<file path="config.mk">
export PLATFORM = sky130hd
export DESIGN_NAME = uart_rx_packet_ctrl
export DESIGN_NICKNAME = d
export VERILOG_FILES = /design/src/rtl/uart_rx_packet_ctrl_pkg.sv /design/src/rtl/uart_pkt_buf.sv /design/src/rtl/uart_rx_packet_ctrl.sv
export SDC_FILE = /design/constraint.sdc
export NUM_CORES = 1
export LEC_CHECK = 0
export BUFFER_PORTS_ARGS = -buffer_cell sky130_fd_sc_hd__buf_2
export CAP_MARGIN = 40
export CORE_ASPECT_RATIO = 2
export CORE_MARGIN = 3
export CORE_UTILIZATION = 65
export DETAILED_ROUTE_END_ITERATION = 6
export GPL_TIMING_DRIVEN = 0
export PLACE_DENSITY = 0.8
export SLEW_MARGIN = 25
export SYNTH_ARGS = -nofsm -noshare
export SYNTH_HDL_FRONTEND = slang
export SYNTH_SLANG_ARGS = --single-unit
export TNS_END_PERCENT = 20
</file>
<file path="constraint.sdc">
create_clock -name clk -period 6.4 [get_ports clk]
set_input_delay 1.6 -clock clk [delete_from_list [all_inputs] [get_ports clk]]
set_output_delay 1.6 -clock clk [all_outputs]
set_load 0.02 [all_outputs]
</file>
<file path="src/rtl/uart_rx_packet_ctrl_pkg.sv">
// Shared definitions for the UART packet receiver: FSM encoding, error codes
// and the default start-of-packet marker.
package uart_rx_packet_ctrl_pkg;

    typedef enum logic [2:0] {
        ST_IDLE    = 3'd0,
        ST_LEN     = 3'd1,
        ST_PAYLOAD = 3'd2,
        ST_CHECK   = 3'd3,
        ST_HOLD    = 3'd4
    } state_t;

    localparam logic [1:0] ERR_TIMEOUT  = 2'd0;
    localparam logic [1:0] ERR_FRAMING  = 2'd1;
    localparam logic [1:0] ERR_LENGTH   = 2'd2;
    localparam logic [1:0] ERR_CHECKSUM = 2'd3;

    localparam logic [7:0] SYNC_BYTE_DEFAULT = 8'hA5;

    localparam int RD_ADDR_W = 5;

endpackage

</file>
<file path="src/rtl/uart_pkt_buf.sv">
// Payload store: DEPTH x 8 memory, one write port, one registered read port.
// Reads outside the memory keep the previous read value.
module uart_pkt_buf #(
    parameter int DEPTH = 16,
    parameter int AW    = (DEPTH > 1) ? $clog2(DEPTH) : 1,
    parameter int RAW   = 5
) (
    input  logic           clk,
    input  logic           rst,
    input  logic           i_we,
    input  logic [AW-1:0]  i_wr_addr,
    input  logic [7:0]     i_wr_data,
    input  logic [RAW-1:0] i_rd_addr,
    output logic [7:0]     o_rd_data
);

    localparam logic [RAW-1:0] DEPTH_L = RAW'(DEPTH);

    logic [7:0] r_mem [DEPTH];
    logic [7:0] r_rd_data;
    logic       w_rd_in_range;

    assign w_rd_in_range = (i_rd_addr < DEPTH_L);

    always_ff @(posedge clk) begin
        if (i_we) begin
            r_mem[i_wr_addr] <= i_wr_data;
        end
    end

    always_ff @(posedge clk) begin
        if (rst) begin
            r_rd_data <= 8'd0;
        end else if (w_rd_in_range) begin
            r_rd_data <= r_mem[i_rd_addr[AW-1:0]];
        end
    end

    assign o_rd_data = r_rd_data;

endmodule

</file>
<file path="src/rtl/uart_rx_packet_ctrl.sv">
// Packet framer behind a UART receiver: SYNC, LEN, payload, additive checksum.
// A good packet is held for the consumer until acknowledged.
module uart_rx_packet_ctrl
    import uart_rx_packet_ctrl_pkg::*;
#(
    parameter int         DELAY_FRAMES   = 2812,
    parameter int         TIMEOUT_FRAMES = 28120,
    parameter int         MAX_PAYLOAD    = 16,
    parameter logic [7:0] SYNC_BYTE      = SYNC_BYTE_DEFAULT
) (
    input  logic                 clk,
    input  logic                 rst,
    input  logic [7:0]           rx_data,
    input  logic                 rx_data_ready,
    input  logic                 rx_comm_err,
    input  logic [RD_ADDR_W-1:0] rd_addr,
    output logic [7:0]           rd_data,
    output logic                 pkt_valid,
    output logic [4:0]           pkt_len,
    input  logic                 pkt_ack,
    output logic                 pkt_err,
    output logic [1:0]           err_code,
    output logic                 overrun,
    output logic                 busy
);

    // A zero TIMEOUT_FRAMES falls back to ten character times.
    localparam int TMO_LIMIT = (TIMEOUT_FRAMES > 0) ? TIMEOUT_FRAMES : 10 * DELAY_FRAMES;
    localparam int TMO_W     = $clog2(TMO_LIMIT);
    localparam logic [TMO_W-1:0] TMO_HIT = TMO_W'(TMO_LIMIT - 2);
    localparam int AW        = (MAX_PAYLOAD > 1) ? $clog2(MAX_PAYLOAD) : 1;
    localparam logic [7:0] MAX_LEN = 8'(MAX_PAYLOAD);

    state_t           r_state;
    state_t           w_state_next;
    logic             r_rdy_q;
    logic             r_cerr_q;
    logic [4:0]       r_len;
    logic [4:0]       r_idx;
    logic [7:0]       r_sum;
    logic [TMO_W-1:0] r_tmo_cnt;
    logic [4:0]       r_pkt_len;
    logic             r_pkt_err;
    logic [1:0]       r_err_code;
    logic             r_overrun;

    logic       w_byte_stb;
    logic       w_fe_edge;
    logic       w_busy;
    logic       w_err_fire;
    logic [1:0] w_err_code;
    logic       w_len_load;
    logic       w_buf_we;
    logic       w_hold_load;
    logic       w_ovr_set;
    logic       w_ack_take;

    assign w_byte_stb = rx_data_ready & ~r_rdy_q;
    assign w_fe_edge  = rx_comm_err & ~r_cerr_q;
    assign w_busy     = (r_state == ST_LEN) || (r_state == ST_PAYLOAD) || (r_state == ST_CHECK);

    always_comb begin
        w_state_next = r_state;
        w_err_fire   = 1'b0;
        w_err_code   = ERR_TIMEOUT;
        w_len_load   = 1'b0;
        w_buf_we     = 1'b0;
        w_hold_load  = 1'b0;
        w_ovr_set    = 1'b0;
        w_ack_take   = 1'b0;
        case (r_state)
            ST_IDLE: begin
                if (w_byte_stb && (rx_data == SYNC_BYTE)) begin
                    w_state_next = ST_LEN;
                end
            end
            ST_LEN, ST_PAYLOAD, ST_CHECK: begin
                // Framing error outranks a byte, which outranks the timeout.
                if (w_fe_edge) begin
                    w_err_fire   = 1'b1;
                    w_err_code   = ERR_FRAMING;
                    w_state_next = ST_IDLE;
                end else if (w_byte_stb) begin
                    if (r_state == ST_LEN) begin
                        if (rx_data > MAX_LEN) begin
                            w_err_fire   = 1'b1;
                            w_err_code   = ERR_LENGTH;
                            w_state_next = ST_IDLE;
                        end else begin
                            w_len_load   = 1'b1;
                            w_state_next = (rx_data == 8'd0) ? ST_CHECK : ST_PAYLOAD;
                        end
                    end else if (r_state == ST_PAYLOAD) begin
                        w_buf_we = 1'b1;
                        if (r_idx == r_len - 5'd1) begin
                            w_state_next = ST_CHECK;
                        end
                    end else begin
                        if (rx_data == r_sum) begin
                            w_hold_load  = 1'b1;
                            w_state_next = ST_HOLD;
                        end else begin
                            w_err_fire   = 1'b1;
                            w_err_code   = ERR_CHECKSUM;
                            w_state_next = ST_IDLE;
                        end
                    end
                end else if (r_tmo_cnt == TMO_HIT) begin
                    // Taken on the edge where the count reaches TMO_LIMIT-1.
                    w_err_fire   = 1'b1;
                    w_err_code   = ERR_TIMEOUT;
                    w_state_next = ST_IDLE;
                end
            end
            ST_HOLD: begin
                w_ovr_set = w_byte_stb;
                if (pkt_ack) begin
                    w_ack_take   = 1'b1;
                    w_state_next = ST_IDLE;
                end
            end
            default: begin
                w_state_next = ST_IDLE;
            end
        endcase
    end

    always_ff @(posedge clk) begin
        if (rst) begin
            r_state    <= ST_IDLE;
            r_rdy_q    <= 1'b0;
            r_cerr_q   <= 1'b0;
            r_len      <= 5'd0;
            r_idx      <= 5'd0;
            r_sum      <= 8'd0;
            r_tmo_cnt  <= '0;
            r_pkt_len  <= 5'd0;
            r_pkt_err  <= 1'b0;
            r_err_code <= ERR_TIMEOUT;
            r_overrun  <= 1'b0;
        end else begin
            r_state   <= w_state_next;
            r_rdy_q   <= rx_data_ready;
            r_cerr_q  <= rx_comm_err;
            r_pkt_err <= w_err_fire;
            if (w_err_fire) begin
                r_err_code <= w_err_code;
            end
            if (w_byte_stb || !w_busy) begin
                r_tmo_cnt <= '0;
            end else begin
                r_tmo_cnt <= r_tmo_cnt + 1'b1;
            end
            if (w_len_load) begin
                r_len <= rx_data[4:0];
                r_sum <= rx_data;
                r_idx <= 5'd0;
            end
            if (w_buf_we) begin
                r_sum <= r_sum + rx_data;
                r_idx <= r_idx + 5'd1;
            end
            if (w_hold_load) begin
                r_pkt_len <= r_len;
            end
            if (w_ack_take) begin
                r_overrun <= 1'b0;
            end else if (w_ovr_set) begin
                r_overrun <= 1'b1;
            end
        end
    end

    uart_pkt_buf #(
        .DEPTH (MAX_PAYLOAD),
        .AW    (AW),
        .RAW   (RD_ADDR_W)
    ) u_buf (
        .clk       (clk),
        .rst       (rst),
        .i_we      (w_buf_we),
        .i_wr_addr (r_idx[AW-1:0]),
        .i_wr_data (rx_data),
        .i_rd_addr (rd_addr),
        .o_rd_data (rd_data)
    );

    assign pkt_valid = (r_state == ST_HOLD);
    assign pkt_len   = r_pkt_len;
    assign pkt_err   = r_pkt_err;
    assign err_code  = r_err_code;
    assign overrun   = r_overrun;
    assign busy      = w_busy;

endmodule

</file>
==> results_dict.tcl <==
set metrics [dict create \
    drc 0 \
    tightest_slew_ns 0.808 \
    cts-htree-levels 4 \
    grt_pass1_wl_um 27700 \
    final_max_slew_viol_count 0 \
    cp_max_fo 10 \
    timing.fmax_mhz 279 \
    fin_crit_sh 0.559 \
    post_cts_buffers 0 \
    hold_viol_final 0 \
    die_h_um 161 \
    ys_warn_count 0 \
    grt_use_met2 0.532 \
    rsz0062_at_grt "false" \
    ys_types 58 \
    dpl.hpwl_um 12500 \
    max_cap_viol_count 0 \
    antenna_left 0 \
    yosysSeqAreaShare 0.633 \
    grt_pass1_vias 5042 \
    antenna_found_initial 0 \
    setup_tns_ns 0 \
    min_path_type "flip-flop to flip-flop" \
    critical_path_class "input port to flip-flop" \
    final_cells 756 \
    drive_gt1_frac 0.200 \
    synth_flop_cell "edfxtp_1" \
    post_cts_resized 0 \
    cts_tree "yes" \
    grt_max_degree 24 \
    antenna_cells 0 \
    cellPowerDensity_nw_per_um2 278 \
    io_buffers 31 \
    slew_headroom 0.459 \
    crit_required_ns 6.45 \
    postSynthAreaPerCell_um2 14.3 \
    ys_ff_latch 183 \
    post_drt_wl_per_cell_um 23.2 \
    row_count 56 \
    overflow 0 \
    wirelength_um 17600 \
    cts-root-buf "clkbuf_16" \
    synth_edf_count 128 \
    grt_util_all_layers 0.279 \
    coreArea_um2 11800 \
    met1_usage 0.280 \
    final_common_cell "edfxtp_1" \
    ioPinCount 37 \
    total_power_mw 2.44 \
    syn-num-nets 580 \
    initial_core_util 0.664 \
    synthArstFlopShare 0 \
    clock_path_buffers 2 \
    dr.pass1.iters 5 \
    num_vias 4860 \
    fin_worst_skew_ns 0.0121 \
    grtUsageMet3 0.0465 \
    clock_latency_ns 0.43 \
    clk_pin_slew_ns 0.06 \
    leakagePower_nw 2.94 \
    synth_area_um2 7810 \
    cts_buffers 17 \
    vias_per_cell 6.43 \
    start_kind "input port" \
    grt.busiest_layer "met2" \
    endpoint_kind "flip-flop" \
    clock-sinks 183 \
    status "finished, final reports clean" \
    final_cell_mix "edfxtp_1 (128), dfxtp_1 (55), nand2_1 (51), nor2_1 (51), mux4_2 (40)" \
    syn2layout_area_growth_pct 12.1 \
    worst_ir_drop_vdd_v 0.000308 \
    placedCellCount 723 \
    cp_data_arrival_time_ns 3.63 \
    dieArea_um2 13500 \
    netlist_instances 547 \
    drt-initial-drc-count 372 \
    cts_hold_buf 0 \
    setup_violations 0 \
    nets 631 \
    dieWidth_um 83.5 \
    gp_congestion 0.863 \
    period_needed_ns 3.58 \
]
sequential cells by signal, indices dropped and copies added, names as in the netlist:
register and cells:
r_rdy_q 1, r_cerr_q 1, r_idx 5, u_buf.r_mem 128, u_buf.o_rd_data 8, pkt_err 1
r_sum 8, r_len 5, overrun 1, pkt_len 5, r_state 3, r_tmo_cnt 15
err_code 2
synthesized netlist by cell type (2+ instances only):
cell      count  share of area
ha_1         14          0.022
nand3_1       8         0.0051
buf_1         4         0.0019
inv_1        11         0.0053
nor2b_1       7         0.0056
a211oi_1      6         0.0058
edfxtp_1    128           0.49
nand2b_1     11         0.0088
xor2_1        8         0.0090
nand3b_1      3         0.0029
a21oi_1      18          0.012
and4_1        2         0.0022
nor2_1       51          0.025
a32oi_1       2         0.0022
a311oi_1      3         0.0034
mux2_1        2         0.0029
nand4b_1      2         0.0022
or3_1         4         0.0032
a21o_1        3         0.0029
o21ai_0      10         0.0064
xnor2_1      14          0.016
nand2_1      51          0.025
o21ai_1       8         0.0051
buf_2         6         0.0038
clkbuf_1     11         0.0053
nand4_1       4         0.0032
mux2i_1       5         0.0064
nor4_1        6         0.0048
o21a_1        3         0.0029
mux4_2       40           0.12
nor3_1       13         0.0083
and3_1        5         0.0040
a31oi_1       3         0.0024
buf_6         3         0.0043
dfxtp_1      55           0.14
critical path, stage by stage:
cell      delay [ns]
buf_2           0.11
nor2b_1         0.12
clkbuf_1        0.24
nor3_4          0.43
buf_2           0.31
nand2_1         0.18
nor2_1          0.64
final timing paths:
check / cells after the start / slack, ns / startpoint / endpoint
worst max register to register: 5 / 3.68 / r_state[2]$_SDFFE_PP0P_ / u_buf.r_mem[5][6]$_DFFE_PP_
worst max-delay path: 7 / 2.82 / rx_comm_err / u_buf.r_mem[5][6]$_DFFE_PP_
worst min-delay path: 2 / 0.44 / u_buf.o_rd_data[7]$_SDFFE_PP0N_ / u_buf.o_rd_data[7]$_SDFFE_PP0N_
worst min register to register: 2 / 0.44 / u_buf.o_rd_data[7]$_SDFFE_PP0N_ / u_buf.o_rd_data[7]$_SDFFE_PP0N_
final cells by class:
class / instances / area (um2)
inverters: 11 / 41.3
flip-flops and latches: 183 / 4940
clock inverters: 13 / 148
well taps: 145 / 181
plain buffers: 24 / 120
multi-input cells: 329 / 2730
fillers: 734 / 3010
repair buffers: 32 / 163
clock buffers: 19 / 433
report_power, final:
part           leakage [nW]  switching (mW)  internal [mW]
clock                 0.271           0.443          0.580
sequential             1.59         0.00537           1.27
combinational          1.08          0.0850         0.0517
routing by layer:
metal	up-vias	share of wire
met5	-	0
met4	0	0.055
met3	65	0.036
met2	204	0.58
met1	2402	0.33
li1	2189	-
cells by family after synthesis:
family,Yosys count,synth area share
AOI/OAI and AO/OA,68,0.0567
xor gates and xnor gates,22,0.0247
adders and majority gates,15,0.0250
buffers and inverters,35,0.0207
DFF,183,0.633
muxes,47,0.125
and+or+nand+nor,177,0.115
through the flow:
step	hold slack [ns]	util	cell area, um2	worst slack, ns
2_1_floorplan	0.437	-	7810	2.87
3_3_place_gp	0.434	0.692	8150	2.05
3_5_place_dp	0.439	0.694	8170	2.39
4_1_cts	0.448	0.743	8750	2.86
5_1_grt	0.476	0.744	8760	2.70
6_report	0.443	0.744	8760	2.82
Note: power is estimated with default switching activity, not from simulation.
